### config.mk
export PLATFORM = sky130hd
export DESIGN_NAME = instr_trace_fifo
export DESIGN_NICKNAME = d
export VERILOG_FILES = /design/src/rtl/instr_trace_fifo.sv
export SDC_FILE = /design/constraint.sdc
export NUM_CORES = 1
export LEC_CHECK = 0
export ABC_CLOCK_PERIOD_IN_PS = 9050
export BUFFER_PORTS_ARGS = -buffer_cell sky130_fd_sc_hd__buf_2
export CELL_PAD_IN_SITES_DETAIL_PLACEMENT = 1
export CELL_PAD_IN_SITES_GLOBAL_PLACEMENT = 1
export CORE_AREA = 2 2 225 227
export DETAILED_ROUTE_END_ITERATION = 10
export DIE_AREA = 0 0 227 229
export PLACE_DENSITY = 0.74
export SLEW_MARGIN = 25
export SYNTH_ARGS = -nofsm -noshare
export SYNTH_HDL_FRONTEND = slang
export SYNTH_SLANG_ARGS = --single-unit
export TNS_END_PERCENT = 1
### constraint.sdc
create_clock -name Clk -period 9.05 [get_ports Clk]
set_input_delay 1.81 -clock Clk [delete_from_list [all_inputs] [get_ports Clk]]
set_output_delay 1.81 -clock Clk [all_outputs]
set_load 0.02 [all_outputs]
### src/rtl/instr_trace_fifo.sv
`default_nettype none
// ============================================================================
// Module  : instr_trace_fifo
// Brief   : Trigger-armed capture FIFO of retired-instruction trace records.
// Rev     : 1.0 - initial release
// ============================================================================
module instr_trace_fifo #(
  parameter int DEPTH = 8,
  parameter int AW    = 3
) (
  input  logic          Clk,
  input  logic          Reset,
  input  logic          Arm,
  input  logic [31:0]   TrigPC,
  input  logic          StopOnFull,
  input  logic          TrValid,
  input  logic [31:0]   TrPC,
  input  logic          TrRegWr,
  input  logic [4:0]    TrWrAddr,
  input  logic [31:0]   TrWrData,
  output logic          OutValid,
  input  logic          OutReady,
  output logic [69:0]   OutRec,
  output logic [AW:0]   Count,
  output logic [15:0]   Dropped,
  output logic [1:0]    State
);

  localparam logic [1:0]    c_stIdle    = 2'd0;
  localparam logic [1:0]    c_stArmed   = 2'd1;
  localparam logic [1:0]    c_stCapture = 2'd2;
  localparam logic [1:0]    c_stHalted  = 2'd3;
  localparam logic [AW:0]   c_fullCount = (AW+1)'(DEPTH);
  localparam logic [AW:0]   c_countOne  = (AW+1)'(1);
  localparam logic [AW-1:0] c_ptrOne    = AW'(1);

  logic [1:0]    r_state;
  logic [1:0]    w_nextState;
  logic [AW-1:0] r_rdPtr;
  logic [AW-1:0] r_wrPtr;
  logic [AW:0]   r_count;
  logic [15:0]   r_dropped;
  logic [69:0]   r_mem [DEPTH];

  logic w_trigHit;
  logic w_pushReq;
  logic w_popReq;
  logic w_full;
  logic w_push;
  logic w_overflow;
  logic w_drop;
  logic w_halt;

  // Arm overrides everything else on the same edge, so it gates both requests.
  assign w_trigHit  = (r_state == c_stArmed) && TrValid && (TrPC == TrigPC);
  assign w_pushReq  = !Arm && TrValid && ((r_state == c_stCapture) || w_trigHit);
  assign w_popReq   = !Arm && (r_count != '0) && OutReady;
  assign w_full     = (r_count == c_fullCount);
  assign w_push     = w_pushReq && (!w_full || w_popReq);
  assign w_overflow = w_pushReq && w_full && !w_popReq;
  assign w_drop     = w_overflow && !StopOnFull;
  assign w_halt     = w_overflow && StopOnFull;

  always_ff @(posedge Clk or negedge Reset) begin
    if (!Reset) begin
      r_state <= c_stIdle;
    end else begin
      r_state <= w_nextState;
    end
  end

  always_comb begin
    w_nextState = r_state;
    if (Arm) begin
      w_nextState = c_stArmed;
    end else begin
      case (r_state)
        c_stArmed:   if (w_trigHit) w_nextState = c_stCapture;
        c_stCapture: if (w_halt)    w_nextState = c_stHalted;
        default:     w_nextState = r_state;
      endcase
    end
  end

  always_ff @(posedge Clk or negedge Reset) begin
    if (!Reset) begin
      r_rdPtr   <= '0;
      r_wrPtr   <= '0;
      r_count   <= '0;
      r_dropped <= '0;
    end else if (Arm) begin
      r_rdPtr   <= '0;
      r_wrPtr   <= '0;
      r_count   <= '0;
      r_dropped <= '0;
    end else begin
      if (w_push) begin
        r_wrPtr <= r_wrPtr + c_ptrOne;
      end
      if (w_popReq) begin
        r_rdPtr <= r_rdPtr + c_ptrOne;
      end
      case ({w_push, w_popReq})
        2'b10:   r_count <= r_count + c_countOne;
        2'b01:   r_count <= r_count - c_countOne;
        default: r_count <= r_count;
      endcase
      if (w_drop && (r_dropped != 16'hFFFF)) begin
        r_dropped <= r_dropped + 16'd1;
      end
    end
  end

  // Storage carries no reset; validity is tracked entirely by the count.
  always_ff @(posedge Clk) begin
    if (w_push) begin
      r_mem[r_wrPtr] <= {TrRegWr, TrWrAddr, TrPC, TrWrData};
    end
  end

  always_comb begin
    State    = r_state;
    OutValid = (r_count != '0);
    Count    = r_count;
    Dropped  = r_dropped;
    OutRec   = r_mem[r_rdPtr];
  end

endmodule
`default_nettype wire

Word-level counts from Yosys, hierarchy flattened
Memories as Yosys holds them, arrays and structs flattened.
Index checks and enable logic that the tools add are counted.
{"block": "word_totals", "regBits": 28, "mem_bits_rw": 560, "inputBits": 108, "output_inout_bits": 93, "wordCells": 59, "memories": 1}
{"block": "classes", "n_addsub": 5, "eq_ne": 9, "mux": 14, "reduce_logical": 25}
{"memory": "r_mem", "words": 8, "width": 70, "read_ports": 1, "rd_ports_with_merged_regs": 0, "wr": 1, "line": "43", "text": "logic [69:0] r_mem [DEPTH];"}
{"operator": "equality test 32 bit", "n": 1}
{"operator": "two-way mux 16 bit", "n": 2}
{"operator": "adder 16 x 1 -> 16 bit, second input constant", "n": 1}
{"operator": "inequality test 16 bit, second input constant", "n": 1}
{"operator": "logical AND 1 bit", "n": 12}
{"operator": "two-way mux 3 bit", "n": 4}
{"operator": "one-hot mux 4 bit (2 select lines)", "n": 1}
{"operator": "adder 3 x 1 -> 3 bit, second input constant", "n": 2}
{"operator": "two-way mux 2 bit", "n": 3}
{"operator": "inequality test 3 bit, second input constant", "n": 2}
{"operator": "nonzero test 2 bit", "n": 3}
{"operator": "nonzero test 3 bit", "n": 2}
{"operator": "adder 4 x 1 -> 4 bit, second input constant", "n": 1}
{"operator": "equality test 2 x 1 -> 1 bit, second input constant", "n": 2}
{"operator": "equality test 2 bit, second input constant", "n": 2}
{"operator": "equality test 4 bit, second input constant", "n": 1}
{"operator": "logical NOT 1 bit", "n": 4}
{"operator": "two-way mux 4 bit", "n": 1}
{"operator": "one-hot mux 2 bit (2 select lines)", "n": 1}
{"operator": "nonzero test 4 bit", "n": 1}
{"operator": "subtractor 4 x 1 -> 4 bit, second input constant", "n": 1}
{"operator": "AND reduction 3 bit", "n": 1}
{"operator": "logical OR 1 bit", "n": 2}
{"operator": "two-way mux 1 bit", "n": 2}

Longest topological paths before layout
Gate-level depths: netlist (run 1).
{"block": "depth", "word_depth": 11, "depth_mapped": 12, "depth_no_buf": 12}

Least setup slack after synthesis (run 1)
Ideal clock, no wire load.
{"block": "synth_timing", "path_type": "input to register", "start": "input port TrigPC[31]", "end": "memory r_mem[2][0], enable pin", "setup_ps": 695, "t_arrival_ps": 10309, "setup_slack_ps": -1954, "stages": 6, "path_cell_list": "xor2_1 or4_4 nor4_4 and3_1 o21ai_1 nor4b_1"}
{"block": "synth_between", "elab_chain_len": 7}
{"element": "start: declaration", "line": "14", "text": "input logic [31:0] TrigPC,"}
{"element": "equality test 32 bit", "line": "55", "text": "assign w_trigHit = (r_state == c_stArmed) && TrValid && (TrPC == TrigPC);"}
{"element": "logical AND 1 bit", "line": "55"}
{"element": "logical OR 1 bit", "line": "56", "text": "assign w_pushReq = !Arm && TrValid && ((r_state == c_stCapture) || w_trigHit);"}
{"element": "logical AND 1 bit", "line": "56"}
{"element": "logical AND 1 bit", "line": "59", "text": "assign w_push = w_pushReq && (!w_full || w_popReq);"}
{"element": "two-way mux 1 bit", "line": "116", "text": "if (w_push) begin"}
{"element": "two-way mux 1 bit (implied by the code)", "line": "117", "text": "r_mem[r_wrPtr] <= {TrRegWr, TrWrAddr, TrPC, TrWrData};"}
{"element": "end: declaration", "line": "43"}
Every way passes these cells.

Final worst setup path (run 1)
{"block": "layout_timing", "start": "input port TrPC[19]", "end": "memory r_mem[7][30], enable pin"}
{"block": "layout_between", "elab_chain_len": 7}
{"element": "start: declaration", "line": "17", "text": "input logic [31:0] TrPC,"}
{"element": "equality test 32 bit", "line": "55"}
{"element": "logical AND 1 bit", "line": "55"}
{"element": "logical OR 1 bit", "line": "56"}
{"element": "logical AND 1 bit", "line": "56"}
{"element": "logical AND 1 bit", "line": "59"}
{"element": "two-way mux 1 bit", "line": "116"}
{"element": "two-way mux 1 bit (implied by the code)", "line": "117"}
Every way passes these cells.

==> results of run 1 <==
worst min-delay path by stage:
stage	start	endpoint	slack [ns]	depth (start not counted)
floorplan	r_wrPtr[1]	r_wrPtr[1]	0.60	2
global placement	Dropped[5]	Dropped[5]	0.55	2
detailed placement	Dropped[14]	Dropped[14]	0.57	2
CTS	Dropped[14]	Dropped[14]	0.58	2
global route	Dropped[14]	Dropped[14]	0.61	2
finish	Dropped[14]	Dropped[14]	0.57	2
critical path: stages:
cell,delay (ns)
buf_2,0.15
xnor2_1,0.44
or3b_1,0.42
nor4_2,0.35
nand3_1,0.21
nand2_1,0.16
nand3_1,0.25
nor2_4,0.60
buf_4,0.83
per-layer routing:
metal  global-route usage, %  vias to the layer above  wire, µm
met5                       0                        -        77
met4                   5.494                       12      1118
met3                   4.836                       80      3399
met2                   33.80                      349     26160
met1                   28.74                     5936     22120
li1                        -                     4891         -
power groups by stage:
stage	logic [µW]	clock network [µW]	registers (µW)
finish	99.5	2300	2980
global route	108	2460	2980
CTS	100	2360	2980
detailed placement	100	0	3030
global placement	95.0	0	3030
floorplan	21.5	0	3040
Yosys cell counts (4+ instances only):
cell / number
nand2_1: 18
mux4_2: 140
edfxtp_1: 560
buf_1: 11
nor3_1: 7
or4_1: 4
or3_1: 13
clkbuf_1: 38
a21oi_1: 20
xor2_1: 12
nor2_1: 12
o21ai_0: 18
nand3_1: 13
nand4_1: 12
dfrtp_1: 28
ha_1: 5
and3_1: 9
mux2_2: 71
xnor2_1: 27
sequential cells by signal (all words and copies together), names as in the netlist:
name / cells
r_mem: 560
Dropped: 16
Count: 4
r_rdPtr: 3
r_wrPtr: 3
State: 2
cell families after synthesis:
logic type / count (synthesis) / synth area share (%)
flops: 588 / 76.02
mux: 212 / 17.20
simple gates: 108 / 2.709
buf+inv: 54 / 0.9176
compound gates: 52 / 1.320
xor+xnor: 39 / 1.482
fa+ha+maj: 6 / 0.3584
area by class of cell:
cell class              instances  area, µm²  area share [%]
flip-flops and latches        588      17530           65.40
multi-input cells             417       5370           20.04
clock buffers                  98       1765           6.587
repair buffers                222       1199           4.472
well taps                     672      840.8           3.137
clock inverters                13      77.57          0.2894
inverters                       3      11.26         0.04201
diodes                          4      10.01         0.03735
per-stage QoR:
stage	setup WS [ns]	area (µm²)	TNS [ns]
floorplan	-1.954	23040	-366.66
finish	3.951	26800	0
detailed placement	3.373	24910	0
global route	3.778	26790	0
CTS	3.541	26760	0
global placement	3.436	24910	0
==> impl_metrics.json, run 1 <==
{
  "mostFrequentLayoutCells": "edfxtp_1, buf_2, mux4_2, mux2_2, clkbuf_16",
  "fin_worst_skew_ns": 0.02528,
  "postSynthCellCount": 1059,
  "area_delta_synth_final_pct": 16.31,
  "drt-total-wl_mm": 52.88,
  "p_per_area_mw_per_mm2": 200.6,
  "gp_congestion": 0.8018,
  "die_area_mm2": 0.05198,
  "synthTopCellsByArea": "edfxtp_1, mux4_2, mux2_2",
  "netSwitchingFraction_pct": 19.47,
  "grt_pass1_vias": 12360,
  "tritoncts": "built",
  "setup.worst_path.end": "r_mem[7][30]",
  "r2r-start": "State[0]",
  "core_mm2": 0.04966,
  "first_iter_violations": 888,
  "fmax_ghz": 0.1961,
  "synth_top_area_share_pct": 72.98,
  "yosysWarnings": 0,
  "p_leak_uw": 0.008652,
  "fin_util_pct": 53.97,
  "ctsHoldBuffers": 0,
  "die_h_um": 229,
  "post_cts_resized": 0,
  "cts_buffers": 59,
  "worstPathRequired_ns": 9.26,
  "setup_viol": 0,
  "antenna_found_initial": 9,
  "synth_edf_count": 560,
  "post_cts_buffers": 0,
  "port_buffers": 200,
  "mostFrequentLayoutCell": "edfxtp_1",
  "cp.arrival_ns": 5.31,
  "gr-usage-all-layers_pct": 20.89,
  "initial_core_util_pct": 46.40,
  "dr.pass1.iters": 5,
  "clock_sinks": 588,
  "max_cap_viol_count": 0,
  "grt_pass1_wl_mm": 79.58,
  "route.antenna.remaining_nets": 0,
  "outcome": "finished clean",
  "synth_fp_nets": 1173,
  "die_w_um": 227,
  "worst_pin_slew_ns": 1.041,
  "viasPerCell": 5.587,
  "grt_overflow": 0,
  "async_reset_ff_share_pct": 4.762,
  "seq_area_frac_synth_pct": 76.02,
  "intPower_uw": 4329,
  "fin_cells": 2017,
  "synth-seq-cells": 588,
  "final_hold_viol_count": 0,
  "io_pins": 201,
  "p_sw_uw": 1047,
  "irDropWorstVdd_v": 0.0001510,
  "cp-startpoint": "TrPC[19]",
  "post-route-drc-count": 0,
  "cts_max_path_buffers": 3,
  "yosys.area.top_type": "edfxtp_1",
  "ys_types": 47,
  "seqPwrFrac_pct": 55.4,
  "rsz0062_at_grt": "no",
  "nets": 1405,
  "ctsHtreeMaxLevel": 2,
  "slew-limit-headroom_pct": 30.62,
  "dp.final_hpwl_mm": 31.70,
  "syn_avg_cell_area_um2": 21.76,
  "drive_above_1_share_pct": 39.37,
  "power_frac_clock_pct": 42.8,
  "hold_class": "flip-flop to flip-flop",
  "cp-start-kind": "input port",
  "syn_area_mm2": 0.02304,
  "rrSetupSlack_ns": 5.26,
  "dp_cells": 1901,
  "crit_type": "input port to flip-flop",
  "clk_pin_slew_ns": 0.06,
  "min_period_ns": 5.099,
  "wire_per_inst_um": 26.22,
  "p_comb_share_pct": 1.9,
  "reg2reg_depth": 8,
  "rr_endpoint": "r_mem[7][30]",
  "via_count": 11270,
  "cts_root_buf": "clkbuf_16",
  "clk_latency_ns": 0.61,
  "total_power_uw": 5376,
  "cp_max_fo": 54,
  "maxSlewViolCount": 0,
  "fill_cells": 4443,
  "rows": 82,
  "fin_crit_sh_pct": 56.35,
  "synth-main-ff-cell": "edfxtp_1",
  "grt_max_degree": 99,
  "whs_ns": 0.5740,
  "worst_setup_path_end_kind": "flip-flop"
}
No activity file was read; power rests on OpenSTA's default activity.
==> inputs of run 2 (changes only) <==
ABC_AREA = 1   (was unset)
ABC_CLOCK_PERIOD_IN_PS = 4910   (was 9050)
CORE_AREA = 2 2 226 228   (was 2 2 225 227)
DIE_AREA = 0 0 228 230   (was 0 0 227 229)
PLACE_DENSITY = 0.77   (was 0.74)
clock period = 4.91 ns   (was 9.05 ns; I/O delays follow)
==> impl_metrics.json, run 2 <==
{
  "synth_top_area_share_pct": 70.97,
  "grt_pass1_vias": 16930,
  "syn_avg_cell_area_um2": 12.20,
  "fmax_ghz": 0.2426,
  "tritoncts": "built",
  "outcome": "finished clean",
  "cts_max_path_buffers": 3,
  "cp.arrival_ns": 3.14,
  "fin_util_pct": 54.87,
  "cp-start-kind": "flip-flop",
  "postSynthCellCount": 1943,
  "cts_root_buf": "clkbuf_16",
  "worstPathRequired_ns": 3.93,
  "viasPerCell": 5.604,
  "synthTopCellsByCount": "edfxtp_1, nor2_1, o21ai_0, nand2_1, clkbuf_1",
  "hold_class": "input port to async pin",
  "yosysWarnings": 0,
  "fin_crit_sh_pct": 83.96,
  "post_cts_resized": 0,
  "worst_setup_path_end_kind": "primary output",
  "rows": 82,
  "drt-total-wl_mm": 62.37,
  "ctsHoldBuffers": 0,
  "whs_ns": 0.4078,
  "synthTopCellsByArea": "edfxtp_1, nor2_1, o21ai_0",
  "post-route-drc-count": 0,
  "path_cells": "inv_4, buf_4, o21ai_0, o22ai_1, nor2_1, a31oi_1, buf_2",
  "yosys.area_share.adder_pct": 0.3485,
  "slowest_stage": "dfrtp_4",
  "cp-startpoint": "r_rdPtr[1]",
  "synthMuxAreaShare_pct": 0,
  "post_cts_buffers": 0,
  "yosys.area_share.simple_pct": 11.99,
  "regMostFlops": "r_mem",
  "clock_sinks": 588,
  "antenna_found_initial": 9,
  "mostFrequentLayoutCells": "edfxtp_1, nor2_1, o21ai_0, buf_2, nand2_1",
  "ctsHtreeMaxLevel": 2,
  "mostFrequentLayoutCell": "edfxtp_1",
  "gr-usage-all-layers_pct": 23.66,
  "wire_per_inst_um": 21.92,
  "synth_fp_nets": 2057,
  "synth_top_family_by_area": "simple AND/OR/NAND/NOR gates",
  "synth_edf_count": 560,
  "critPathBufInv": 3,
  "irDropWorstVdd_v": 0.0003116,
  "die_w_um": 228,
  "p_per_area_mw_per_mm2": 473.8,
  "port_buffers": 200,
  "synth-compound-area-share_pct": 9.880,
  "first_iter_violations": 1044,
  "slew-limit-headroom_pct": 33.26,
  "area_delta_synth_final_pct": 15.47,
  "core_mm2": 0.04986,
  "ys_types": 31,
  "syn_area_mm2": 0.02370,
  "fin_tns_setup_ns": 0,
  "clk_latency_ns": 0.61,
  "dp.final_hpwl_mm": 35.86,
  "max_cap_viol_count": 0,
  "grt_max_degree": 111,
  "die_h_um": 230,
  "io_pins": 201,
  "grt_pass1_wl_mm": 95.90,
  "via_count": 15950,
  "place_ws_ns": 0.7637,
  "initial_core_util_pct": 47.52,
  "synth-main-ff-cell": "edfxtp_1",
  "r2r-start": "State[1]",
  "route.antenna.remaining_nets": 0,
  "crit_family": "buffers and inverters",
  "gp_congestion": 0.8549,
  "maxSlewViolCount": 0,
  "rsz0062_at_grt": "no",
  "worst_pin_slew_ns": 1.001,
  "grt_overflow": 0,
  "cp_max_fo": 36,
  "fin_cells": 2846,
  "p_leak_uw": 0.009727,
  "synth-seq-cells": 588,
  "final_hold_viol_count": 0,
  "synth_most_common_cell": "edfxtp_1",
  "dp_cells": 2734,
  "cts_buffers": 59,
  "setup_viol": 0,
  "yosys.area_share.xor_xnor_pct": 1.220,
  "yosys.area.top_type": "edfxtp_1",
  "cpPeakStageDelay_ns": 0.64,
  "die_area_mm2": 0.05244,
  "fin_worst_skew_ns": 0.01751,
  "min_period_ns": 4.123,
  "layout_setup_ws_ns": 0.7874,
  "async_reset_ff_share_pct": 4.762,
  "crit_type": "flip-flop to primary output",
  "drive_above_1_share_pct": 15.64,
  "seq_area_frac_synth_pct": 73.93,
  "largest_register_ffs": 560,
  "dr.pass1.iters": 5,
  "clk_pin_slew_ns": 0.06,
  "nets": 2238
}
## run 2: path summary, 6_finish.rpt
kind | slack (ns) | depth (start not counted) | end
max in group asynchronous | 3.98 | 1 | r_rdPtr[0]
min in group Clk | 0.55 | 2 | State[1]
worst min-delay path | 0.41 | 1 | Dropped[9]
worst max register to register | 1.58 | 14 | r_mem[2][7]
worst max-delay path | 0.79 | 7 | OutRec[57]
worst min register to register | 0.55 | 2 | State[1]
## run 2: kinds of logic after synthesis
family,Yosys count
adders and majority gates,6
xor gates and xnor gates,33
buffers and inverters,161
and+or+nand+nor,723
DFF,588
AOI/OAI and AO/OA,432
## run 2: through the flow
stage	instance area (µm²)	total power [µW]
5_1_grt	27360	13560
4_1_cts	27320	13070
3_5_place_dp	25510	8808
3_3_place_gp	25510	8687
2_1_floorplan	23700	7696
6_report	27360	12960
## run 2: final cells by class
type                    count  area [µm²]
fillers                  5141       22500
flip-flops and latches    588       17520
multi-input cells        1194        5614
clock buffers              68        1510
repair buffers            234        1376
well taps                 672       840.8
clock inverters            37       292.8
inverters                  47       186.4
diodes                      6       15.01
## run 2: report_power, final
group          switching [µW]  internal [µW]
sequential               73.9           5540
combinational            2180            910
clock                    1860           2400
total                    4110           8850
## run 2: per-layer routing
layer / GRT usage, % / up-vias / routed length (µm)
li1: - / 7310 / -
met1: 29.80 / 8083 / 25550
met2: 41.22 / 434 / 31670
met3: 3.795 / 115 / 3386
met4: 9.089 / 8 / 1715
met5: 0 / - / 45
==> inputs of run 3 (changes only) <==
ABC_CLOCK_PERIOD_IN_PS = 4200   (was 4910)
clock period = 4.2 ns   (was 4.91 ns; I/O delays follow)
==> impl_metrics.json, run 3 (synthesis results as in run 2) <==
{
  "outcome": "finished clean",
  "clock_sinks": 588,
  "crit_family": "buffers and inverters",
  "worst_pin_slew_ns": 0.9943,
  "dp_cells": 2736,
  "reg2reg_depth": 14,
  "cp.arrival_ns": 3.10,
  "crit_type": "flip-flop to primary output",
  "fin_tns_setup_ns": 0,
  "path_cells": "buf_12, buf_16, o21ai_0, o22ai_1, nor2_1, a31oi_1, buf_2",
  "rows": 82,
  "post_cts_buffers": 0,
  "slowest_stage": "dfrtp_4",
  "cts_root_buf": "clkbuf_16",
  "dp.final_hpwl_mm": 37.49,
  "critical_path_depth": 7,
  "p_per_area_mw_per_mm2": 569.0,
  "viasPerCell": 5.699,
  "ctsHoldBuffers": 0,
  "final_hold_viol_count": 0,
  "max_cap_viol_count": 0,
  "irDropWorstVdd_v": 0.0004387,
  "first_iter_violations": 1279,
  "grt_overflow": 0,
  "grt.busiest_layer": "met2",
  "core_mm2": 0.04986,
  "die_h_um": 230,
  "tritoncts": "built",
  "worst_setup_path_end_kind": "primary output",
  "cp_max_fo": 83,
  "whs_ns": 0.2556,
  "p_leak_uw": 0.009860,
  "nets": 2243,
  "post-route-drc-count": 0,
  "drive_above_1_share_pct": 15.87,
  "port_buffers": 200,
  "die_w_um": 228,
  "cts_buffers": 61,
  "gr-usage-all-layers_pct": 24.91,
  "setup_viol": 0,
  "hold_class": "input port to async pin",
  "placed_cell_area_mm2": 0.02565,
  "rsz0062_at_grt": "no",
  "grt_pass1_wl_mm": 100.7,
  "grt_max_degree": 233,
  "clk_pin_slew_ns": 0.06,
  "cpPeakStageDelay_ns": 0.46,
  "io_pins": 201,
  "regMostFlops": "r_mem",
  "grt_util_met1_pct": 30.63,
  "grtUsageMet3_pct": 4.663,
  "min_period_ns": 3.937,
  "mostFrequentLayoutCell": "edfxtp_1",
  "clk_latency_ns": 0.64,
  "mostFrequentLayoutCells": "edfxtp_1, nor2_1, o21ai_0, buf_2, nand2_1",
  "maxSlewViolCount": 0,
  "fin_cells": 2858,
  "fin_crit_sh_pct": 93.75,
  "cp-start-kind": "flip-flop",
  "critPathBufInv": 3,
  "cts_max_path_buffers": 3,
  "wire_per_inst_um": 23.36,
  "post_cts_resized": 0,
  "met2_usage_pct": 43.37,
  "fmax_ghz": 0.2540,
  "largest_register_ffs": 560,
  "die_area_mm2": 0.05244,
  "slew-limit-headroom_pct": 33.64,
  "fin_area_mm2": 0.02772,
  "grt_pass1_vias": 17450,
  "route.antenna.remaining_nets": 0,
  "ctsHtreeMaxLevel": 2,
  "fin_util_pct": 55.59,
  "area_delta_synth_final_pct": 16.97,
  "drt-total-wl_mm": 66.76,
  "worstPathRequired_ns": 3.36,
  "initial_core_util_pct": 47.52,
  "fin_worst_skew_ns": 0.01764,
  "gp_congestion": 0.8668,
  "antenna_found_initial": 10,
  "dr.pass1.iters": 5,
  "via_count": 16290
}
run 3: where the power goes:
part | total [µW] | leakage [µW] | internal, µW | switching (µW)
sequential | 6530 | 0.00542 | 6480 | 51.8
combinational | 3840 | 0.00347 | 1100 | 2740
clock | 5400 | 0.000971 | 3130 | 2270
run 3: final cells by class:
class / count / area, µm²
fillers: 5171 / 22150
flip-flops and latches: 588 / 17520
multi-input cells: 1194 / 5614
clock buffers: 76 / 1604
repair buffers: 237 / 1541
well taps: 672 / 840.8
clock inverters: 38 / 390.4
inverters: 47 / 186.4
diodes: 6 / 15.01
run 3: final timing paths:
| kind | startpoint | endpoint | slack (ns) |
|---|---|---|---|
| max in group asynchronous | Reset | r_rdPtr[1] | 3.42 |
| min in group Clk | TrWrData[22] | r_mem[1][22] | 0.48 |
| setup reg to reg | State[1] | r_mem[1][67] | 0.93 |
| hold reg to reg | State[1] | State[1] | 0.56 |
| hold / removal | Reset | Dropped[7] | 0.26 |
| setup / recovery | r_rdPtr[0] | OutRec[65] | 0.26 |
run 3: routing by layer:
metal  up-vias  part of all wire [%]
li1       7352                     -
met5         -                 0.069
met2       491                    50
met1      8300                    41
met4         8                   3.0
met3       136                   5.6
run 3: metrics by stage:
stage	total power [µW]	worst slack, ns
finish	15770	0.2627
global route	16400	0.1319
CTS	15790	0.1216
detailed placement	10390	0.2642
global placement	10210	0.5033
floorplan	8997	-1.154
